--- src/rtl/jtag_tap_sequencer_if.sv ---
// rtl/jtag_tap_sequencer_if.sv - command/response channel bundle for jtag_tap_sequencer
interface jtag_tap_sequencer_if #(
  parameter int MAX_LEN = 64,
  parameter int LEN_W   = 7
);
  logic               cmd_valid;
  logic               cmd_ready;
  logic [1:0]         cmd_op;
  logic [LEN_W-1:0]   cmd_len;
  logic [MAX_LEN-1:0] cmd_data;
  logic               rsp_valid;
  logic               rsp_ready;
  logic [MAX_LEN-1:0] rsp_data;
  logic               rsp_err;

  modport master (
    output cmd_valid, cmd_op, cmd_len, cmd_data, rsp_ready,
    input  cmd_ready, rsp_valid, rsp_data, rsp_err
  );

  modport slave (
    input  cmd_valid, cmd_op, cmd_len, cmd_data, rsp_ready,
    output cmd_ready, rsp_valid, rsp_data, rsp_err
  );
endinterface

--- src/rtl/jtag_tap_sequencer.sv ---
// rtl/jtag_tap_sequencer.sv - command-driven JTAG master: RESET/SHIFT_IR/SHIFT_DR/IDLE with TDO capture
module jtag_tap_sequencer #(
  parameter int MAX_LEN    = 64,
  parameter int LEN_W      = 7,
  parameter int TCK_DIV    = 2,
  parameter int RESET_TCKS = 5
) (
  input  logic                clk,
  input  logic                rst_n,
  jtag_tap_sequencer_if.slave bus,
  output logic                busy,
  output logic                tck_o,
  output logic                tms_o,
  output logic                tdi_o,
  output logic                trstn_o,
  input  logic                tdo
);
  localparam int               DIV_W     = $clog2(TCK_DIV) + 1;
  localparam logic [DIV_W-1:0] DIV_LAST  = DIV_W'(TCK_DIV - 1);
  localparam logic [LEN_W-1:0] MAX_LEN_L = LEN_W'(MAX_LEN);
  localparam logic [LEN_W-1:0] RST_L     = LEN_W'(RESET_TCKS);
  localparam logic [LEN_W-1:0] RST_TOTAL = LEN_W'(RESET_TCKS + 1);
  localparam logic [1:0] OP_RESET = 2'b00, OP_IR = 2'b01, OP_DR = 2'b10, OP_IDLE = 2'b11;

  typedef enum logic [2:0] {S_IDLE, S_PRE, S_SHIFT, S_POST, S_RESP} state_t;

  state_t             state_q, state_d, phase_next;
  logic [LEN_W-1:0]   cnt_q, cnt_d, len_q, len_d, len_eff, phase_total, pin_len;
  logic [DIV_W-1:0]   div_q, div_d;
  logic               tck_q, tck_d, init_q, err_q, err_d, rsp_valid_q, rsp_valid_d;
  logic [1:0]         op_q, op_d, pin_op;
  logic [MAX_LEN-1:0] data_q, data_d, mask_q, mask_d, cap_q, cap_d;
  logic [2:0]         pins_q, pins_d;  // {trstn, tms, tdi}
  logic               accept, load;

  // Pin levels for period c of a phase; the TAP rests in Run-Test/Idle outside commands.
  function automatic logic [2:0] pin_bits(state_t st, logic [LEN_W-1:0] c, logic [1:0] op,
                                          logic [LEN_W-1:0] len, logic d0);
    pin_bits = 3'b100;
    case (st)
      S_PRE: begin
        case (op)
          OP_RESET: pin_bits = (c < RST_L) ? 3'b010 : 3'b100;
          OP_IR:    pin_bits = {1'b1, (c < LEN_W'(2)), 1'b0};
          OP_DR:    pin_bits = {1'b1, (c == '0), 1'b0};
          default:  pin_bits = 3'b100;
        endcase
      end
      S_SHIFT: pin_bits = {1'b1, (c == len - LEN_W'(1)), d0};
      S_POST:  pin_bits = {1'b1, (c == '0), 1'b0};
      default: pin_bits = 3'b100;
    endcase
  endfunction

  assign bus.cmd_ready = init_q && (state_q == S_IDLE) && !rsp_valid_q;
  assign accept        = bus.cmd_valid && bus.cmd_ready;
  assign len_eff       = (bus.cmd_len > MAX_LEN_L) ? MAX_LEN_L : bus.cmd_len;

  always_comb begin
    state_d     = state_q;
    cnt_d       = cnt_q;
    div_d       = div_q;
    tck_d       = tck_q;
    op_d        = op_q;
    len_d       = len_q;
    data_d      = data_q;
    mask_d      = mask_q;
    cap_d       = cap_q;
    err_d       = err_q;
    rsp_valid_d = rsp_valid_q;
    pins_d      = pins_q;
    load        = 1'b0;
    pin_op      = op_q;
    pin_len     = len_q;
    phase_total = LEN_W'(2);
    phase_next  = S_RESP;

    case (state_q)
      S_PRE: begin
        case (op_q)
          OP_RESET: phase_total = RST_TOTAL;
          OP_IDLE:  phase_total = len_q;
          OP_IR:    begin phase_total = LEN_W'(4); phase_next = S_SHIFT; end
          default:  begin phase_total = LEN_W'(3); phase_next = S_SHIFT; end
        endcase
      end
      S_SHIFT: begin phase_total = len_q; phase_next = S_POST; end
      default: ;
    endcase

    unique case (state_q)
      S_IDLE: begin
        if (rsp_valid_q && bus.rsp_ready) rsp_valid_d = 1'b0;
        if (accept) begin
          op_d    = bus.cmd_op;
          len_d   = len_eff;
          data_d  = bus.cmd_data;
          cap_d   = '0;
          mask_d  = MAX_LEN'(1);
          cnt_d   = '0;
          div_d   = '0;
          tck_d   = 1'b0;
          err_d   = ((bus.cmd_op == OP_IR) || (bus.cmd_op == OP_DR)) && (len_eff == '0);
          state_d = ((len_eff == '0) && (bus.cmd_op != OP_RESET)) ? S_RESP : S_PRE;
          load    = 1'b1;
          pin_op  = bus.cmd_op;
          pin_len = len_eff;
        end
      end
      S_PRE, S_SHIFT, S_POST: begin
        if (div_q != DIV_LAST) begin
          div_d = div_q + DIV_W'(1);
        end else if (!tck_q) begin
          tck_d = 1'b1;
          div_d = '0;
          if (state_q == S_SHIFT) begin
            cap_d  = cap_q | (tdo ? mask_q : '0);
            mask_d = mask_q << 1;
          end
        end else begin
          // End of a TCK period: falling edge is the only point TMS/TDI may change.
          tck_d = 1'b0;
          div_d = '0;
          load  = 1'b1;
          if (cnt_q == phase_total - LEN_W'(1)) begin
            cnt_d   = '0;
            state_d = phase_next;
          end else begin
            cnt_d = cnt_q + LEN_W'(1);
            if (state_q == S_SHIFT) data_d = data_q >> 1;
          end
        end
      end
      S_RESP: begin
        state_d     = S_IDLE;
        rsp_valid_d = 1'b1;
      end
      default: state_d = S_IDLE;
    endcase

    if (load) pins_d = pin_bits(state_d, cnt_d, pin_op, pin_len, data_d[0]);
    if (!init_q) pins_d = 3'b100;
  end

  always_ff @(posedge clk or negedge rst_n) begin
    if (!rst_n) begin
      state_q     <= S_IDLE;
      cnt_q       <= '0;
      div_q       <= '0;
      tck_q       <= 1'b0;
      op_q        <= 2'b00;
      len_q       <= '0;
      data_q      <= '0;
      mask_q      <= '0;
      cap_q       <= '0;
      err_q       <= 1'b0;
      rsp_valid_q <= 1'b0;
      pins_q      <= 3'b000;
      init_q      <= 1'b0;
    end else begin
      state_q     <= state_d;
      cnt_q       <= cnt_d;
      div_q       <= div_d;
      tck_q       <= tck_d;
      op_q        <= op_d;
      len_q       <= len_d;
      data_q      <= data_d;
      mask_q      <= mask_d;
      cap_q       <= cap_d;
      err_q       <= err_d;
      rsp_valid_q <= rsp_valid_d;
      pins_q      <= pins_d;
      init_q      <= 1'b1;
    end
  end

  assign tck_o                     = tck_q;
  assign {trstn_o, tms_o, tdi_o}   = pins_q;
  assign busy                      = (state_q != S_IDLE);
  assign bus.rsp_valid             = rsp_valid_q;
  assign bus.rsp_data              = cap_q;
  assign bus.rsp_err               = err_q;
endmodule

--- src/flat_wrapper.sv ---
// flat-port wrapper written by rule: the top's interface ports become plain ports
module jtag_tap_sequencer_flat 
#(
  parameter int MAX_LEN    = 64,
  parameter int LEN_W      = 7,
  parameter int TCK_DIV    = 2,
  parameter int RESET_TCKS = 5
)
  (clk, rst_n, busy, tck_o, tms_o, tdi_o, trstn_o, tdo, bus_cmd_valid, bus_cmd_op, bus_cmd_len, bus_cmd_data, bus_rsp_ready, bus_cmd_ready, bus_rsp_valid, bus_rsp_data, bus_rsp_err);
  jtag_tap_sequencer_if #(.MAX_LEN(MAX_LEN), .LEN_W(LEN_W)) bus_i ();
  input  logic clk;
  input  logic rst_n;
  output logic busy;
  output logic tck_o;
  output logic tms_o;
  output logic tdi_o;
  output logic trstn_o;
  input  logic tdo;
  input wire logic [$bits(bus_i.cmd_valid)-1:0] bus_cmd_valid;
  input wire logic [$bits(bus_i.cmd_op)-1:0] bus_cmd_op;
  input wire logic [$bits(bus_i.cmd_len)-1:0] bus_cmd_len;
  input wire logic [$bits(bus_i.cmd_data)-1:0] bus_cmd_data;
  input wire logic [$bits(bus_i.rsp_ready)-1:0] bus_rsp_ready;
  output wire logic [$bits(bus_i.cmd_ready)-1:0] bus_cmd_ready;
  output wire logic [$bits(bus_i.rsp_valid)-1:0] bus_rsp_valid;
  output wire logic [$bits(bus_i.rsp_data)-1:0] bus_rsp_data;
  output wire logic [$bits(bus_i.rsp_err)-1:0] bus_rsp_err;
  assign bus_i.cmd_valid = bus_cmd_valid;
  assign bus_i.cmd_op = bus_cmd_op;
  assign bus_i.cmd_len = bus_cmd_len;
  assign bus_i.cmd_data = bus_cmd_data;
  assign bus_i.rsp_ready = bus_rsp_ready;
  assign bus_cmd_ready = bus_i.cmd_ready;
  assign bus_rsp_valid = bus_i.rsp_valid;
  assign bus_rsp_data = bus_i.rsp_data;
  assign bus_rsp_err = bus_i.rsp_err;
  jtag_tap_sequencer #(.MAX_LEN(MAX_LEN), .LEN_W(LEN_W), .TCK_DIV(TCK_DIV), .RESET_TCKS(RESET_TCKS)) u_core (.clk(clk), .rst_n(rst_n), .bus(bus_i), .busy(busy), .tck_o(tck_o), .tms_o(tms_o), .tdi_o(tdi_o), .trstn_o(trstn_o), .tdo(tdo));
endmodule
--- config.mk ---
export PLATFORM = sky130hd
export DESIGN_NAME = jtag_tap_sequencer_flat
export DESIGN_NICKNAME = d
export VERILOG_FILES = /design/src/rtl/jtag_tap_sequencer_if.sv /design/src/rtl/jtag_tap_sequencer.sv /design/src/flat_wrapper.sv
export SDC_FILE = /design/constraint.sdc
export NUM_CORES = 1
export LEC_CHECK = 0
export ABC_AREA = 1
export CORE_AREA = 2 2 155 157
export CTS_CLUSTER_DIAMETER = 80
export DETAILED_ROUTE_END_ITERATION = 8
export DIE_AREA = 0 0 157 159
export PLACE_DENSITY = 0.67
export SYNTH_ARGS = -nofsm -noshare
export SYNTH_HDL_FRONTEND = slang
export SYNTH_SLANG_ARGS = --single-unit
--- constraint.sdc ---
create_clock -name clk -period 7.3 [get_ports clk]
set_input_delay 1.095 -clock clk [delete_from_list [all_inputs] [get_ports clk]]
set_output_delay 1.095 -clock clk [all_outputs]
set_load 0.02 [all_outputs]
Yosys cells after proc, flatten, opt, wreduce, memory -nomap -nowiden

Cells that the tools add are included.

Bitwise gates (word level): 1
Magnitude comparators: 3
Multiplexer cells: 55
Reduce and logical (&&, ||, !) cells: 25
Equality and inequality tests: 24
$add $sub $neg: 4

Operators with widths:

| kind                                                 | count |
|---|---|
| two-way mux 64 bit                                   | 14 |
| case mux 64 bit (2 select lines)                     | 3 |
| bitwise OR 64 bit                                    | 1 |
| two-way mux 7 bit                                    | 7 |
| case mux 7 bit (2 select lines)                      | 2 |
| two-way mux 3 bit                                    | 9 |
| case mux 7 bit (3 select lines)                      | 1 |
| case mux 3 bit (3 select lines)                      | 2 |
| == test 7 bit                                        | 2 |
| logical NOT 7 bit                                    | 2 |
| subtractor 7 x 1 -> 7 bit, second input constant     | 2 |
| == test 3 x 2 -> 1 bit, second input constant        | 4 |
| case mux 3 bit (2 select lines)                      | 2 |
| != test 2 bit, second input constant                 | 5 |
| two-way mux 2 bit                                    | 4 |
| != test 2 x 1 -> 1 bit, second input constant        | 4 |
| adder 7 x 1 -> 7 bit, second input constant          | 1 |
| greater-than comparator 7 bit, second input constant | 1 |
| < comparator 7 x 2 -> 1 bit, second input constant   | 1 |
| < comparator 7 x 3 -> 1 bit, second input constant   | 1 |
| two-way mux 1 bit                                    | 7 |
| == test 2 x 1 -> 1 bit, second input constant        | 3 |
| == test 2 bit, second input constant                 | 3 |
| == test 3 x 1 -> 1 bit, second input constant        | 2 |
| 17 further kinds                                     | 29 |

Bits of input ports: 78
Register bits after elaboration: 220

Depth between registers and ports, before layout

Depth in word-level cells: 15
Gate-level depth with buffers: 29
Depth with buffers taken out: 28

Worst setup path after synthesis

OpenSTA, ideal clock, no wires.

Path kind: in2reg
Start: in bus_cmd_valid
End: reg u_core.pins_q[1]
Required time: 7.179 ns
Arrival time: 2.838 ns
Buffers on the path: 0
Stages on the path: 17
Library setup time: 0.121 ns
Setup slack: 4.341 ns
Path through: inv_1 -> nor4_4 -> nand2_1 -> o22ai_1 -> inv_1 -> ha_1 -> nand3_1 -> xor2_1 -> nand2_1 -> nand2_1 -> nor2_1 -> nand2_1 -> nor2_1 -> nand2_1 -> nand3_1 -> nor2_1 -> nor2_1

Word-level cells in the longest chain between the ends: 9

RTL lines:

| item                            | line                      | text |
|---|---|---|
| start: declaration              | flat_wrapper.sv:19        | `input wire logic [$bits(bus_i.cmd_valid)-1:0] bus_cmd_valid;` |
| logical AND 1 bit *             | jtag_tap_sequencer.sv:56  | `assign accept = bus.cmd_valid && bus.cmd_ready;` |
| two-way mux 7 bit               | jtag_tap_sequencer.sv:94  | `if (accept) begin` |
| case mux 7 bit (2 select lines) | jtag_tap_sequencer.sv:91  | `unique case (state_q)` |
| < comparator 7 x 3 -> 1 bit     | jtag_tap_sequencer.sv:43  | `OP_RESET: pin_bits = (c < RST_L) ? 3'b010 : 3'b100;` |
| two-way mux 3 bit               | jtag_tap_sequencer.sv:43  |  |
| case mux 3 bit (3 select lines) | jtag_tap_sequencer.sv:42  | `case (op)` |
| case mux 3 bit (3 select lines) | jtag_tap_sequencer.sv:40  | `case (st)` |
| two-way mux 3 bit               | jtag_tap_sequencer.sv:141 | `if (load) pins_d = pin_bits(state_d, cnt_d, pin_op, pin_len, data_d[0]);` |
| two-way mux 3 bit               | jtag_tap_sequencer.sv:142 | `if (!init_q) pins_d = 3'b100;` |
| end signal: assignment          | jtag_tap_sequencer.sv:172 | `pins_q <= pins_d;` |
| end: declaration                | jtag_tap_sequencer.sv:33  | `logic [2:0] pins_q, pins_d;` |

Mark *: on every way between the ends. The rest lies on a longest branch, timed or not. The select of a mux whose other input is x is not followed.
A chain may end at the register's enable or synchronous reset.

Worst setup path after layout

Start: in bus_cmd_valid
End: reg u_core.cap_q[51], in the netlist u_core.bus.rsp_data[51]

Word-level cells in the longest chain between the ends: 3

RTL lines:

| item                                    | line                      | text |
|---|---|---|
| logical AND 1 bit                       | jtag_tap_sequencer.sv:56  |  |
| != test 2 x 1 -> 1 bit (no source line) | --                        |  |
| AND reduction 5 bit (no source line)    | --                        |  |
| end signal: assignment                  | jtag_tap_sequencer.sv:169 | `cap_q <= cap_d;` |
| end: declaration                        | jtag_tap_sequencer.sv:32  | `logic [MAX_LEN-1:0] data_q, data_d, mask_q, mask_d, cap_q, cap_d;` |

Every way passes these cells.

==> results_dict.tcl <==
set metrics [dict create \
    yosysTopAreaCellShare 0.5318 \
    grt_pass1_wl_um 42100 \
    hold_start "u_core.data_q[20]" \
    num_vias 8868 \
    crit_path_top_delay_cell "nor4_4" \
    crit_type "primary input to register" \
    worst-path-buf-inv 6 \
    ios 150 \
    drtAntennaViolNets 0 \
    numCtsBuffers 26 \
    cts.repair.resized 0 \
    p_per_area_nw_per_um2 357.1 \
    grt_pass1_vias 8440 \
    nets 1493 \
    ys_warn_count 0 \
    grt_setup_unrepaired "false" \
    crit_family "buffers and inverters" \
    layout_min_cycle_time_ps 4167 \
    synth_area_leader_cell "dfrtp_1" \
    port_buffers 149 \
    multi_input_area_um2 4045 \
    syn-mean-instance-area_um2 8.056 \
    fmaxAchievable_mhz 240.0 \
    synth_seq_cells 220 \
    area_delta_synth_final_pct 25.15 \
    crit_chain "clkdlybuf4s50_1 -> inv_1 -> nor4_4 -> inv_2 -> nand2_2 -> clkinv_1 -> buf_4 -> nor2_4 -> buf_4 -> nand3_1 -> a21oi_1" \
    ys.flop_type "dfrtp_1" \
    postCtsSetupBuffers 0 \
    drc 0 \
    crit_path_max_fanout 72 \
    synth_edf_count 0 \
    regArea_um2 5505 \
    leakage_nw 6.209 \
    cap_violations 0 \
    track_usage 0.2016 \
    initial_core_util 0.4464 \
    antenna_found_initial 0 \
    clkSinkCount 220 \
    syn_area_um2 10350 \
    finalSetupViolations 0 \
    cp_common_cell "buf_4" \
    worst_ep_arrival_time_ps 4600 \
    die_y_um 159 \
    startpoint "bus_cmd_valid" \
    drt_wl_total_um 24880 \
    finish.utilization 0.5586 \
    via_per_inst 5.091 \
    reg2reg_from "u_core.state_q[0]" \
    finalCritPeriodShare 0.5709 \
    hold_buffers 0 \
    drt-pass1-iter-count 5 \
    clk_path_buf_depth 3 \
    insertion_delay_ps 530 \
    skew_ps 16.45 \
    crit_path_start_kind "primary input" \
    routedWlPerCell_um 14.28 \
    path_clk_slew_ps 60 \
    required_ps 7730 \
    grt_max_degree 96 \
    cts_tree "built" \
    fin_hold_ws_ps 481.2 \
    first_iter_violations 551 \
    reg2reg_slack_ps 3230 \
    async_reset_ff_frac 1.000 \
    final.setup.tns_ps 0 \
    fill_cells 2157 \
    drive_gt1_frac 0.05903 \
    diodes 0 \
    cts.htree.levels 1 \
    seq_area_frac_synth 0.5318 \
    slew_headroom 0.2026 \
    outcome "complete, no violations" \
    worst_slew_pin_slew_ps 1196 \
    overflow 0 \
    hold_violations 0 \
    core_area_um2 23190 \
    maxSlewViolCount 0 \
    end_kind "register" \
    die_w_um 157 \
    netlist_instances 1285 \
    dpl.hpwl_um 16370 \
    gp_congestion 0.9306 \
    yosysUniqueCellTypes 37 \
    hold_path_class "register to register" \
    dieArea_um2 24960 \
    ys_top_cells_by_area "dfrtp_1 (53%), nand2_1 (13%), nand3_1 (11%)" \
    cts_root_buf "clkbuf_16" \
    ir_drop_mv 0.2191 \
    synth_nets 1375 \
    slowest_delay_ps 850 \
    row_count 56 \
]
-- flip-flops by register name, indices dropped and copies added, names as in the netlist --
signal                count
u_core.bus.rsp_data      64
u_core.data_q            64
u_core.mask_q            64
u_core.cnt_q              7
u_core.len_q              7
u_core.pins_q             3
u_core.state_q            3
u_core.div_q              2
u_core.op_q               2
u_core.bus.rsp_err        1
u_core.bus.rsp_valid      1
u_core.init_q             1
u_core.tck_o              1
-- metrics by stage --
stage	setup slack, ps	power (W)	instances	instance area (µm²)
floorplan	4341	0.002824	1285	10350
global placement	2723	0.003302	1694	12070
detailed placement	2625	0.003327	1694	12070
CTS	3140	0.004649	1742	12960
global route	2839	0.004980	1742	12960
finish	3133	0.004626	1742	12960
-- per-layer routing --
metal	GRT usage	share of wire
met1	0.3019	0.47
met2	0.3046	0.45
met3	0.03430	0.058
met4	0.05088	0.022
met5	0	0
-- layout make-up --
cell class / instances / share of cell area
Inverter: 146 / 0.04230
Clock inverter: 13 / 0.01236
Tap cell: 319 / 0.03081
Sequential cell: 220 / 0.4249
Clock buffer: 35 / 0.05591
Timing Repair Buffer: 160 / 0.1215
Multi-Input combinational cell: 849 / 0.3122
-- cells by family (layout without fill, tap and decap cells) --
| kind of cell | Yosys count | after routing | share of synthesized area |
|---|---|---|---|
| buffers and inverters | 216 | 354 | 0.08074 |
| other | 1 | 1 | 0.0003622 |
| and+or+nand+nor | 647 | 647 | 0.2716 |
| xor gates and xnor gates | 8 | 8 | 0.006768 |
| AOI/OAI and AO/OA | 181 | 181 | 0.09427 |
| DFF | 220 | 220 | 0.5318 |
| adders and majority gates | 12 | 12 | 0.01450 |
-- path summary, 6_finish.rpt --
| path | to | depth (start not counted) |
|---|---|---|
| worst min register to register | u_core.data_q[20] | 2 |
| max in group asynchronous | u_core.mask_q[51] | 2 |
| min in group asynchronous | u_core.bus.rsp_data[16] | 1 |
| worst min-delay path | u_core.data_q[20] | 2 |
| worst max-delay path | u_core.bus.rsp_data[51] | 11 |
| worst max register to register | u_core.bus.rsp_data[51] | 11 |
-- Yosys cell counts, types with 2 or more instances --
library cell and n:
dfrtp_1 220, o21ai_0 81, xor2_1 5, a221oi_1 5, a22o_1 2, nand3_2 2, nand3_1 220, nand3b_1 2
nor3_1 6, o22ai_1 3, o21ai_1 3, nor2_1 48, clkinv_1 2, nor4_1 3, a21oi_1 76, xnor2_1 3
o211ai_1 6, ha_1 12, nand2_2 8, inv_1 141, nand4_1 4, clkbuf_1 52, nand2_1 345, inv_2 3
buf_2 14, buf_1 3, nor2_2 6
-- worst register-to-register path, stage by stage, from the launching register on --
cell and delay, ps:
dfrtp_1 470, nor2_1 380, nand2_2 190, nor4_4 810, inv_2 290, nand2_2 200
clkinv_1 170, buf_4 340, nor2_4 190, buf_4 570, nand3_1 180, a21oi_1 190
-- layout by cell type (no fill, tap or decap), types with 6 or more instances in the layout --
cell / synthesis / final
nor3_1: 6 / 6
o211ai_1: 6 / 6
clkdlybuf4s50_1: 0 / 147
o21ai_0: 81 / 80
dfrtp_1: 220 / 220
buf_4: 0 / 11
clkbuf_16: 0 / 26
ha_1: 12 / 12
a21oi_1: 76 / 76
nand2_1: 345 / 344
nor2_1: 48 / 46
clkinv_2: 0 / 6
nand2_2: 8 / 9
nand3_1: 220 / 220
inv_1: 141 / 141
-- power breakdown --
group | switching (W) | internal [W] | total (W)
registers | 0.000146 | 0.00142 | 0.00157
logic | 0.00123 | 0.000524 | 0.00175
clock network | 0.000505 | 0.000804 | 0.00131
No activity file was read; power rests on OpenSTA's default activity.
